==> src/rtl/seg7_capture.sv <==
// rtl/seg7_capture.sv - debounced seven-segment pattern capture and hex decode
//
// Purpose: samples a seven-segment pattern bus, accepts a pattern once it has
// been stable for STABLE_CYCLES consecutive edges, decodes it to a hex digit
// and presents it on a valid/ready style output with status flags.
//
// Ports:
//   clk           design clock, all state updates on the rising edge
//   rst           synchronous active-high reset
//   ena           capture enable, low holds the block idle
//   seg_in[6:0]   segment pattern {g,f,e,d,c,b,a}, 1 = lit
//   digit_ready   consumer accepts digit_out when high with digit_valid
//   digit_out[3:0] decoded hex value of the last accepted table pattern
//   digit_valid   digit_out holds an unconsumed value
//   blank         last accepted pattern was all segments off
//   bad_pattern   sticky: an accepted pattern matched no table entry
//   overrun       sticky: a digit was overwritten before being consumed
//   change_count[7:0] number of accepted pattern changes, wraps

module seg7_capture #(
  parameter int STABLE_CYCLES = 4
) (
  input  logic       clk,
  input  logic       rst,
  input  logic       ena,
  input  logic [6:0] seg_in,
  input  logic       digit_ready,
  output logic [3:0] digit_out,
  output logic       digit_valid,
  output logic       blank,
  output logic       bad_pattern,
  output logic       overrun,
  output logic [7:0] change_count
);

  localparam logic [1:0] ST_IDLE   = 2'd0;
  localparam logic [1:0] ST_SETTLE = 2'd1;
  localparam logic [1:0] ST_LOCKED = 2'd2;

  // The run counter holds (samples seen - 1), so the acceptance edge is the
  // one where an equal sample arrives with the counter at STABLE_CYCLES-2.
  localparam logic [3:0] LP_HIT = 4'(STABLE_CYCLES - 2);
  localparam logic [3:0] LP_MAX = 4'(STABLE_CYCLES);

  logic [1:0] r_state;
  logic [6:0] r_prev;
  logic [3:0] r_run;
  logic [6:0] r_last;
  logic       r_last_vld;
  logic [3:0] r_digit;
  logic       r_valid;
  logic       r_blank;
  logic       r_bad;
  logic       r_ovr;
  logic [7:0] r_cnt;

  logic       w_same;
  logic       w_hit;
  logic       w_new;
  logic       w_is_digit;
  logic [3:0] w_val;
  logic       w_take_digit;
  logic       w_consume;

  always_comb begin
    w_is_digit = 1'b1;
    w_val      = 4'h0;
    case (seg_in)
      7'h3F: w_val = 4'h0;
      7'h06: w_val = 4'h1;
      7'h5B: w_val = 4'h2;
      7'h4F: w_val = 4'h3;
      7'h66: w_val = 4'h4;
      7'h6D: w_val = 4'h5;
      7'h7D: w_val = 4'h6;
      7'h07: w_val = 4'h7;
      7'h7F: w_val = 4'h8;
      7'h6F: w_val = 4'h9;
      7'h77: w_val = 4'hA;
      7'h7C: w_val = 4'hB;
      7'h39: w_val = 4'hC;
      7'h5E: w_val = 4'hD;
      7'h79: w_val = 4'hE;
      7'h71: w_val = 4'hF;
      default: w_is_digit = 1'b0;
    endcase
  end

  assign w_same = (seg_in == r_prev);
  // The first enabled edge out of IDLE always counts as sample one, so a
  // pattern that sat on the bus while disabled still needs a full run.
  assign w_hit  = ena && (r_state != ST_IDLE) && w_same && (r_run == LP_HIT);
  // r_last_vld separates "nothing accepted yet" from a real 7'h7F (digit 8).
  assign w_new  = w_hit && !(r_last_vld && (seg_in == r_last));
  assign w_take_digit = w_new && w_is_digit;
  assign w_consume    = ena && r_valid && digit_ready;

  always_ff @(posedge clk) begin
    if (rst) begin
      r_state    <= ST_IDLE;
      r_prev     <= 7'h00;
      r_run      <= 4'd0;
      r_last     <= 7'h7F;
      r_last_vld <= 1'b0;
      r_digit    <= 4'h0;
      r_valid    <= 1'b0;
      r_blank    <= 1'b0;
      r_bad      <= 1'b0;
      r_ovr      <= 1'b0;
      r_cnt      <= 8'h00;
    end else begin
      r_prev <= seg_in;

      if (!ena || (r_state == ST_IDLE) || !w_same) begin
        r_run <= 4'd0;
      end else if (r_run != LP_MAX) begin
        r_run <= r_run + 4'd1;
      end

      if (!ena) begin
        r_state <= ST_IDLE;
      end else begin
        case (r_state)
          ST_IDLE:   r_state <= ST_SETTLE;
          ST_SETTLE: if (w_hit) r_state <= ST_LOCKED;
          ST_LOCKED: if (!w_same) r_state <= ST_SETTLE;
          default:   r_state <= ST_IDLE;
        endcase
      end

      if (w_hit) begin
        r_last     <= seg_in;
        r_last_vld <= 1'b1;
      end

      if (w_new) begin
        r_cnt <= r_cnt + 8'd1;
        if (w_is_digit) begin
          r_digit <= w_val;
          r_blank <= 1'b0;
          if (r_valid && !digit_ready) begin
            r_ovr <= 1'b1;
          end
        end else if (seg_in == 7'h00) begin
          r_blank <= 1'b1;
        end else begin
          r_bad   <= 1'b1;
          r_blank <= 1'b0;
        end
      end

      // A fresh digit on the consume edge keeps valid high with the new value.
      if (w_take_digit) begin
        r_valid <= 1'b1;
      end else if (w_consume) begin
        r_valid <= 1'b0;
      end
    end
  end

  assign digit_out    = r_digit;
  assign digit_valid  = r_valid;
  assign blank        = r_blank;
  assign bad_pattern  = r_bad;
  assign overrun      = r_ovr;
  assign change_count = r_cnt;

endmodule
==> config.mk <==
export PLATFORM = sky130hd
export DESIGN_NAME = seg7_capture
export DESIGN_NICKNAME = d
export VERILOG_FILES = /design/src/rtl/seg7_capture.sv
export SDC_FILE = /design/constraint.sdc
export NUM_CORES = 1
export LEC_CHECK = 0
export CORE_MARGIN = 1
export CORE_UTILIZATION = 50
export DETAILED_ROUTE_END_ITERATION = 10
export HOLD_SLACK_MARGIN = 0.1
export PLACE_DENSITY = 0.76
export REMOVE_ABC_BUFFERS = 1
export SYNTH_ARGS = -nofsm -noshare
export SYNTH_HDL_FRONTEND = slang
export SYNTH_SLANG_ARGS = --single-unit
==> constraint.sdc <==
create_clock -name clk -period 1.83 [get_ports clk]
set_clock_uncertainty 0.05 [all_clocks]
set_input_delay 0.366 -clock clk [delete_from_list [all_inputs] [get_ports clk]]
set_output_delay 0.366 -clock clk [all_outputs]
set_load 0.03 [all_outputs]
==> metrics <==
part of the power in combinational logic=14.8%; CP peak stage delay=390 ps; Post-synth top flop=dfxtp_1; CP startpoint kind=flop; Psw=~0.00045 W; Final Hold Viols=0; gr usage total=between 20% and 30%; hold path cells=2; CTS Root Cell=clkbuf_8; H-tree Lvls=2; Worst Setup Path Type=reg -> reg; I/O pins=27; fin nets=346; r2r worst-path depth=6; part of the power in registers=44.3%; via count=2232; area post-placement=2790 sq um; initial antenna violation count=0; Clk pwr share=40.9%; global-route wire length before repair=roughly 9400 um; CP arrival=roughly 2000 ps; Worst-Skew Late Latency=around 310 ps; asr flop ratio synth=0%; CTS sink cnt=37; number of antenna diodes=0; Avg Cell Area, Syn=8.49 sq um; hold_ws=around 300 ps; top cells by count, synth=dfxtp_1, nand2_1, nand3_1, nor2b_1; maximum clock frequency=~550 MHz; cell area after synthesis=2220 sq um; FP Rows=23; count leader, synth=dfxtp_1; Final setup viols=1; failing checks=negative setup slack; R2R setup slack=-2 ps; antenna viol nets, final=0; cells after synthesis=261; crit end category=flop; GP Congestion=between 0.8 and 0.9; Pins Over Slew Limit=0; port bufs=26; Synth top area share=33.4%; FILL cells=254; switching power share of the total=24.3%; Critical Path Slowest Stage Cell=nor4_4; Ys Warns=0; area grow syn2layout=48.3%; clk buf depth=2; largest net degree at the start of global routing=40; TritonCTS clock tree=done; slew margin rel.=76.9%; Slew @ Worst Pin=roughly 340 ps; Post-synth EDFFs=0; power density over the cells=563 nW/um^2; TritonRoute pass-1 iters=5; Core ar.=4120 sq um; worst-path cell chain=xor2_2 -> nor4_4 -> nand3_4 -> buf_6 -> or3_1 -> a21oi_1; Worst-path clk slew=roughly 70 ps; Sequential Area=about 750 sq um; Req. time, crit path=2020 ps; RSZ-0062 raised after global routing=yes; final setup TNS=-2.26 ps; GRT overflow=0; Final Cycle Share=100%; vias in the first global route=~2000; violation count after the first detailed-route iteration=between 200 and 250; crit path time final=1830 ps; Post-Layout Inst Area=roughly 3300 sq um; drt drc=0; Routed WL per cell=around 17 um; fin cells=382; die area=4700 sq um; P_int=0.00140 W; layout cells sized above 1=38.3%; leak pwr=around 1.3 nW; synth top area cells=dfxtp_1, xor2_1, nor2b_1; Yosys top cell by area=dfxtp_1; min-delay worst type=in -> reg; multi-input combinational cell area=1550 sq um; CP max FO=7; Post-DP HPWL=~3700 um; status=finished, violations left; Worst Setup Slack, final=-2.26 ps; drt total wl=6380 um; Die Width=68.6 um; number of CTS-inserted buffers=5; max-cap violation count=0; #FFs+latches synth=37; Vias/cell=5.84; Starting Density=53.8%; worst vdd ir=between 0.3 and 0.4 mV; Netlist cell types=55; pre-CTS WS=-648 ps; Post-Place Cells=362; Die Y=68.6 um; sequential fraction of the synthesis area=33.4%
## metal layers
layer | up-vias | GRT usage, % | part of all wire (%)
met3 | 16 | 6.41 | 4.1
met5 | - | 0 | 0
met4 | 0 | 13.0 | 2.5
met2 | 76 | 46.8 | 51
li1 | 1077 | - | -
met1 | 1063 | 32.1 | 43
## power groups by stage
| stage | combinational, W | sequential (W) | clock, W |
|---|---|---|---|
| 5_1_grt | 0.000292 | 0.000820 | 0.000789 |
| 4_1_cts | 0.000251 | 0.000819 | 0.000748 |
| 3_3_place_gp | 0.000219 | 0.000836 | 0 |
| 3_5_place_dp | 0.000223 | 0.000837 | 0 |
| 6_report | 0.000274 | 0.000820 | 0.000757 |
| 2_1_floorplan | 0.0000744 | 0.000836 | 0 |
## metrics by stage
step / utilization [%] / power [W]
2_1_floorplan: - / 0.000911
3_3_place_gp: 67.8 / 0.00105
5_1_grt: 79.9 / 0.00190
4_1_cts: 76.3 / 0.00182
6_report: 79.9 / 0.00185
3_5_place_dp: 67.8 / 0.00106
## registers in the layout, summed over array words and instances, names as in the netlist
signal	cells
r_prev	7
digit_valid	1
overrun	1
blank	1
digit_out	4
r_run	4
r_state	2
change_count	8
bad_pattern	1
r_last_vld	1
r_last	7
## worst max-delay path, delay by kind of cell, from the launching register on
kind,cells,cell delay (ps)
buffers and inverters,1,180
flip-flops,1,330
XOR/XNOR,1,150
AND/OR/NAND/NOR,3,940
AO/OA/AOI/OAI,1,120
## what timing repair did
| item | 4_1_cts | 5_1_grt |
|---|---|---|
| gates resized for setup | 54 | 34 |
| cloned | 2 | 0 |
| pin swaps | 13 | 17 |
| hold buffers | 0 | 0 |
| endpoints found under the setup margin | 31 | 24 |
| setup buffers | 6 | 4 |
## layout by cell type, fill, tap and decap left out, types with 4 or more instances in the layout
cell,count
clkdlybuf4s50_1,14
nand3b_1,12
nor2_1,12
nor2b_1,15
clkbuf_8,6
nand2_1,18
a31oi_1,4
dfxtp_1,33
o211ai_1,4
and3_1,4
mux2_2,6
nand4_1,4
dfxtp_2,4
buf_4,50
buf_6,8
nand3_1,15
nor3_2,4
xor2_1,11
o21ai_0,9
dlygate4sd2_1,4
a21oi_1,6
nand4b_1,5
## layout make-up
type	instances	share of cell area (%)
Clock buffer	7	2.63
Multi-Input combinational cell	196	47.1
Clock inverter	1	0.914
Timing Repair Buffer	88	24.4
Inverter	3	0.343
Sequential cell	37	22.7
Tap cell	50	1.90
## final timing paths
check | start | endpoint
worst min-delay path | seg_in[6] | r_prev[6]
worst max register to register | r_prev[3] | change_count[0]
worst min register to register | r_state[1] | r_state[0]
worst max-delay path | r_prev[3] | change_count[0]
## kinds of logic (layout without fill, tap and decap cells)
family,after synthesis,in the layout,synth area share [%]
fa+ha+maj,4,4,2.26
buf+inv,28,99,7.17
xor+xnor,16,16,6.32
mux,7,7,3.50
compound gates,40,40,11.6
flops,37,37,33.4
simple gates,129,129,35.7
No activity file was read; power rests on OpenSTA's default activity.
